$ cat src/rtl/fork_join_ctrl.sv
// rtl/fork_join_ctrl.sv - fork/join controller launching timed channels under JOIN, JOIN_ANY or JOIN_NONE policies.
module fork_join_ctrl #(
  parameter int NUM_CH = 4,
  parameter int CNT_W  = 8
) (
  input  logic                    clk,
  input  logic                    rst_n,
  input  logic                    start,
  output logic                    start_ready,
  input  logic [1:0]              mode,
  input  logic [NUM_CH-1:0]       ch_en,
  input  logic [NUM_CH*CNT_W-1:0] dur,
  input  logic                    abort,
  output logic [NUM_CH-1:0]       busy,
  output logic [NUM_CH-1:0]       ch_done,
  output logic                    join_done,
  output logic [NUM_CH-1:0]       collide,
  output logic                    idle
);

  typedef enum logic {IDLE, RUN} state_t;

  state_t            state, state_nxt;
  logic              any_mode, any_mode_nxt;
  logic [NUM_CH-1:0] pending, pending_nxt;
  logic [NUM_CH-1:0] live, launch;
  logic              accept, join_nxt;
  logic [CNT_W-1:0]  cnt [NUM_CH];

  // A channel finishing this cycle is free to be relaunched by the same accept.
  assign live        = busy & ~ch_done;
  assign launch      = ch_en & ~live;
  assign start_ready = (state == IDLE);
  assign accept      = start && start_ready && !abort;
  assign idle        = start_ready && (busy == '0);

  always_comb begin
    state_nxt    = state;
    pending_nxt  = pending & ~ch_done;
    any_mode_nxt = any_mode;
    join_nxt     = 1'b0;
    if (abort) begin
      state_nxt   = IDLE;
      pending_nxt = '0;
    end else begin
      case (state)
        IDLE: begin
          pending_nxt = '0;
          if (accept) begin
            if (launch == '0 || mode == 2'b10) begin
              join_nxt = 1'b1;
            end else begin
              state_nxt    = RUN;
              pending_nxt  = launch;
              any_mode_nxt = (mode == 2'b01);
            end
          end
        end
        RUN: begin
          if (any_mode ? |(pending & ch_done) : ((pending & ~ch_done) == '0)) begin
            join_nxt    = 1'b1;
            state_nxt   = IDLE;
            pending_nxt = '0;
          end
        end
        default: state_nxt = IDLE;
      endcase
    end
  end

  always_ff @(posedge clk or negedge rst_n) begin
    if (!rst_n) begin
      state     <= IDLE;
      any_mode  <= 1'b0;
      pending   <= '0;
      join_done <= 1'b0;
      collide   <= '0;
    end else begin
      state     <= state_nxt;
      any_mode  <= any_mode_nxt;
      pending   <= pending_nxt;
      join_done <= join_nxt;
      collide   <= accept ? (ch_en & live) : '0;
    end
  end

  for (genvar g = 0; g < NUM_CH; g++) begin : g_ch
    assign ch_done[g] = busy[g] && (cnt[g] == '0);

    // Counter stops at zero: reaching zero ends the channel instead of wrapping.
    always_ff @(posedge clk or negedge rst_n) begin
      if (!rst_n) begin
        busy[g] <= 1'b0;
        cnt[g]  <= '0;
      end else if (abort) begin
        busy[g] <= 1'b0;
        cnt[g]  <= '0;
      end else if (accept && launch[g]) begin
        busy[g] <= 1'b1;
        cnt[g]  <= dur[g*CNT_W +: CNT_W];
      end else if (busy[g]) begin
        if (cnt[g] == '0) busy[g] <= 1'b0;
        else              cnt[g]  <= cnt[g] - 1'b1;
      end
    end
  end

endmodule

$ cat config.mk
export PLATFORM = sky130hd
export DESIGN_NAME = fork_join_ctrl
export DESIGN_NICKNAME = d
export VERILOG_FILES = /design/src/rtl/fork_join_ctrl.sv
export SDC_FILE = /design/constraint.sdc
export NUM_CORES = 1
export LEC_CHECK = 0
export CAP_MARGIN = 10
export CORE_MARGIN = 8
export CORE_UTILIZATION = 25
export CTS_CLUSTER_DIAMETER = 150
export DETAILED_ROUTE_END_ITERATION = 8
export DONT_BUFFER_PORTS = 1
export SLEW_MARGIN = 10
export SYNTH_ARGS = -nofsm -noshare
export SYNTH_HDL_FRONTEND = slang
export SYNTH_SLANG_ARGS = --single-unit
$ cat constraint.sdc
create_clock -name clk -period 5.95 [get_ports clk]
set_input_delay 1.4875 -clock clk [delete_from_list [all_inputs] [get_ports clk]]
set_output_delay 1.4875 -clock clk [all_outputs]
set_load 0.02 [all_outputs]
==> results of run 1 <==
-- cells in the final DEF, fill, tap and decap left out, types with 8 or more instances in the layout --
cell,Yosys,final
a211oi_1,10,10
a21oi_1,32,32
dfrtp_1,47,47
ha_1,8,8
inv_1,16,16
nand2_1,17,17
nand3_1,8,8
nor2_1,40,40
nor3_1,19,19
o21ai_0,14,14
-- power groups by stage --
stage / Combinational [uW] / Clock (uW) / Sequential [uW]
floorplan: 141 / 0 / 365
global placement: 160 / 0 / 374
detailed placement: 162 / 0 / 375
CTS: 163 / 292 / 369
global route: 182 / 302 / 373
finish: 163 / 283 / 370
-- per-stage QoR --
stage	instances	instance area, sq um	utilization [%]
2_1_floorplan	326	2890	-
3_3_place_gp	455	3020	26.5
3_5_place_dp	455	3020	26.5
4_1_cts	462	3160	27.8
5_1_grt	462	3160	27.8
6_report	462	3160	27.8
-- cell type report --
type / instances / area (sq um)
Clock buffer: 6 / 139
Multi-Input combinational cell: 247 / 1590
Sequential cell: 47 / 1180
Clock inverter: 1 / 5.00
Timing Repair Buffer: 2 / 15.0
Tap cell: 143 / 179
Inverter: 16 / 60.1
Fill cell: 1196 / 8210
-- registers in the layout (all words and copies together) (netlist names) --
name and cells:
join_done 1, pending 4, state 1, collide 4
any_mode 1, busy 4, cnt 32
-- layer usage --
| metal | share of wire, % | track usage [%] |
|---|---|---|
| met5 | 0 | 0 |
| met4 | 0.67 | 2.03 |
| met3 | 13 | 5.71 |
| met1 | 41 | 14.7 |
| met2 | 45 | 17.6 |
-- final timing paths --
| kind | from | end | slack [ns] |
|---|---|---|---|
| max | cnt[24] | ch_done[0] | 2.33 |
| min | cnt[8] | cnt[8] | 0.47 |
| max reg2reg | cnt[16] | state | 3.18 |
| min reg2reg | cnt[8] | cnt[8] | 0.47 |
| max in group asynchronous | rst_n | join_done | 4.95 |
| min in group asynchronous | rst_n | cnt[6] | 0.89 |
-- logic make-up (layout without fill, tap and decap cells) --
family          Yosys count  in the layout  synth area share, %
compound gates          114            114                 28.6
fa+ha+maj                 8              8                 3.46
buf+inv                  32             25                 4.50
flops                    47             47                 40.7
mux                       3              3                 1.08
simple gates            122            122                 21.7
==> results.toml, run 1 <==
[global_route]
grt_max_degree = 48
antenna_found_initial = 0
grt_pass1_wl_microns = 13800
grt.total_usage_pct = 11.6
overflow = 0
grt_pass1_vias = 2466

[pwr]
intPower_uw = 568
p_total_uw = 815
vdd_drop_max_v = 0.000132
pwr-share-clk_pct = 34.7
p_comb_share_pct = 20.0
seqPwrFrac_pct = 45.4
swShare_pct = 30.3
power_leakage_uw = 0.00123
powerDensity_mw_per_mm2 = 258
power_switching_uw = 247

[setup_path]
critPathSlowestCell = "nor4b_1"
cp-end-kind = "output port"
critPathLaunchType = "flip-flop"
critPathTopFamily = "simple AND/OR/NAND/NOR gates"
path_buf_inv = 2
path_cells = "inv_1 > ha_1 > nor4b_1 > nand3_1 > inv_1"
cp_num_cells = 5
worstPathArrival_ns = 2.13
crit_path_frequent_cell = "inv_1"
path_max_fanout = 4
cp.required_ns = 4.46
worstSetupPathType = "reg2out"
reg2reg_depth = 7
slowest_delay_ns = 0.57

[routing]
first_iter_violations = 284
totalWireLength_microns = 8680
vias = 2562
drt_first_pass_iters = 4
vias_per_cell = 5.55
drc_errors = 0
routedWlPerCell_microns = 18.8
antenna_left = 0

[place]
place.gp.congestion = 0.874
io_buffers = 0
pre_cts_ws_ns = 2.66
post-dp-hpwl_microns = 6400

[timing]
setup_viol = 0
worst_slack_ns = 2.33
finalCriticalPeriod_ns = 3.62
slew_headroom_pct = 28.5
tightest_slew_ns = 1.06
fin_worst_skew_ns = 0.00455
finalMaxSlewViolations = 0
fin_setup_tns_ns = 0
hold_ws_ns = 0.474
max_freq_ghz = 0.277
rsz0062_at_grt = "false"
finalHoldViolCount = 0
fin_crit_sh_pct = 60.8

[logic_synthesis]
synth_largest_area_cell = "dfrtp_1"
synth_top_area_share_pct = 40.7
synth_seq_area_share_pct = 40.7
syn_inst = 326
synth_top_cells_by_count = "dfrtp_1 (47), nor2_1 (40), a21oi_1 (32), nor3_1 (19), nand2_1 (17)"
avgSynthCellArea_sq_um = 8.87
yosysMostFrequentCell = "dfrtp_1"
ys_top_cells_by_area = "dfrtp_1 (41%), a21oi_1 (5.5%), nor2_1 (5.2%), ha_1 (3.5%), nor3_1 (3.3%)"
synth_flop_cell = "dfrtp_1"
ys_ff_latch = 47
synth.distinct_cells = 56
syn_nets = 376
yosys_warnings = 0
synth_edf_count = 0
synth_area_sq_mm = 0.00289
async_flop_share_pct = 100

[clocking]
clock_latency_ns = 0.29
cts.sinks = 47
cts_root_buffer = "clkbuf_16"
cts_buffer_depth = 2
cts-resized-gates = 0
cts_buffers = 5
clk_pin_slew_ns = 0.06
h-tree-depth = 2
cts_hold_buf = 0
post_cts_buffers = 0
cts_tree = "yes"

[finish]
area_growth_pct = 9.26
post_route_cells_drive_above_1_share_pct = 7.21
n_antenna_cell = 0
nNetsFinal = 369

[die]
initial_core_util_pct = 25.4
fp.dieW_microns = 124
fp.dieH_microns = 124
design.portCount = 57
core_area_sq_mm = 0.0114
core.rowCount = 39
die-area_sq_mm = 0.0153

[worst_hold_path]
holdPathStages = 1
hp-class = "reg2reg"

[job]
cap_violations = 0

[status]
outcome = "completed"
(Power assumes the default switching activity.)
==> run 2: changes to the inputs <==
==> constraint.sdc (replaced) <==
create_clock -name clk -period 3.52 [get_ports clk]
set_input_delay 0.88 -clock clk [delete_from_list [all_inputs] [get_ports clk]]
set_output_delay 0.88 -clock clk [all_outputs]
set_load 0.02 [all_outputs]
==> results.toml, run 2 (synthesis gave the netlist of run 1 again) <==
[setup_path]
cp.required_ns = 2.64
crit_path_frequent_cell = "inv_1"
critPathTopFamily = "simple AND/OR/NAND/NOR gates"
path_max_fanout = 4
path_buf_inv = 2
path_cells = "inv_1 > ha_1 > nor4b_1 > nand3_1 > inv_1"
worstPathArrival_ns = 2.06
worstSetupPathType = "reg2out"
critPathSlowestCell = "nor4b_1"
slowest_delay_ns = 0.50
critPathLaunchType = "flip-flop"
cp-end-kind = "output port"

[status]
outcome = "completed"

[place]
post-dp-hpwl_microns = 6580
place.gp.congestion = 0.831
io_buffers = 0
dp_cells = 458

[global_route]
antenna_found_initial = 0
grt_max_degree = 48
grt_pass1_wl_microns = 14000
overflow = 0
grt.total_usage_pct = 11.8
grt_pass1_vias = 2516

[finish]
final_cell_mix = "dfrtp_1 (47), nor2_1 (40), a21oi_1 (32)"
regMostFlops = "cnt"
layout_commonest_cell = "dfrtp_1"
stdcell_count = 466
nNetsFinal = 372
n_antenna_cell = 0
post_route_cells_drive_above_1_share_pct = 7.74
largest_reg_flops = 32
area_growth_pct = 9.82

[clocking]
cts.sinks = 47
cts_buffers = 5
cts_buffer_depth = 2
cts_tree = "yes"
clock_latency_ns = 0.29
cts_hold_buf = 0
cts-resized-gates = 0
cts_root_buffer = "clkbuf_16"
post_cts_buffers = 0
clk_pin_slew_ns = 0.07
h-tree-depth = 2

[die]
core_area_sq_mm = 0.0114
fp.dieH_microns = 124
die-area_sq_mm = 0.0153
core.rowCount = 39
fp.dieW_microns = 124
design.portCount = 57
initial_core_util_pct = 25.4

[timing]
finalMaxSlewViolations = 0
finalCriticalPeriod_ns = 2.94
max_freq_ghz = 0.340
hold_ws_ns = 0.278
rsz0062_at_grt = "false"
finalHoldViolCount = 0
setup_viol = 0
tightest_slew_ns = 0.979
fin_setup_tns_ns = 0
slew_headroom_pct = 34.7
fin_crit_sh_pct = 83.6
fin_worst_skew_ns = 0.00555

[routing]
drc_errors = 0
vias_per_cell = 5.57
drt_first_pass_iters = 4
totalWireLength_microns = 8900
antenna_left = 0
vias = 2596
first_iter_violations = 305
routedWlPerCell_microns = 19.1

[pwr]
powerDensity_mw_per_mm2 = 434
vdd_drop_max_v = 0.000177
power_leakage_uw = 0.00124
p_total_uw = 1380

[job]
cap_violations = 0

[worst_hold_path]
hp-class = "in2async"
run 2: changes by cell type in the layout (fill, tap and decap cells not counted), sizes merged:
cell and change:
buf +3, clkbuf +1
run 2: layout make-up:
type                       count  area [sq um]
fill                        1217          8190
multi-input combinational    247          1590
sequential                    47          1180
tap                          143           179
clock buffer                   7           133
inverter                      16          60.1
timing repair buffer           5          37.5
clock inverter                 1          5.00
run 2: final timing paths:
path | slack (ns) | cells after the start | end | from
worst max-delay path | 0.58 | 5 | ch_done[0] | cnt[24]
worst min-delay path | 0.28 | 0 | cnt[18] | rst_n
worst max register to register | 0.87 | 7 | cnt[12] | cnt[8]
worst min register to register | 0.48 | 1 | cnt[8] | cnt[8]
max in group asynchronous | 3.15 | 0 | cnt[28] | rst_n
min in group clk | 0.48 | 1 | cnt[8] | cnt[8]
run 2: where the power goes:
group	switching, uW	internal [uW]
combinational	172	110
sequential	49.7	575
clock	207	263
run 2: metal layers:
metal / vias up / routed length, microns / global-route usage, % / share of wire, %
met1: 1273 / 3810 / 14.5 / 43
met2: 75 / 4090 / 18.3 / 46
met4: 0 / 85 / 3.09 / 0.95
met3: 9 / 916 / 5.43 / 10
li1: 1239 / - / - / -
met5: - / 0 / 0 / 0
run 2: stage by stage:
step	utilization (%)	area [sq um]	setup WS, ns
finish	27.9	3180	0.579
global route	27.9	3180	0.419
CTS	27.9	3180	0.602
detailed placement	26.7	3040	0.920
global placement	26.7	3040	0.965
floorplan	-	2890	1.04
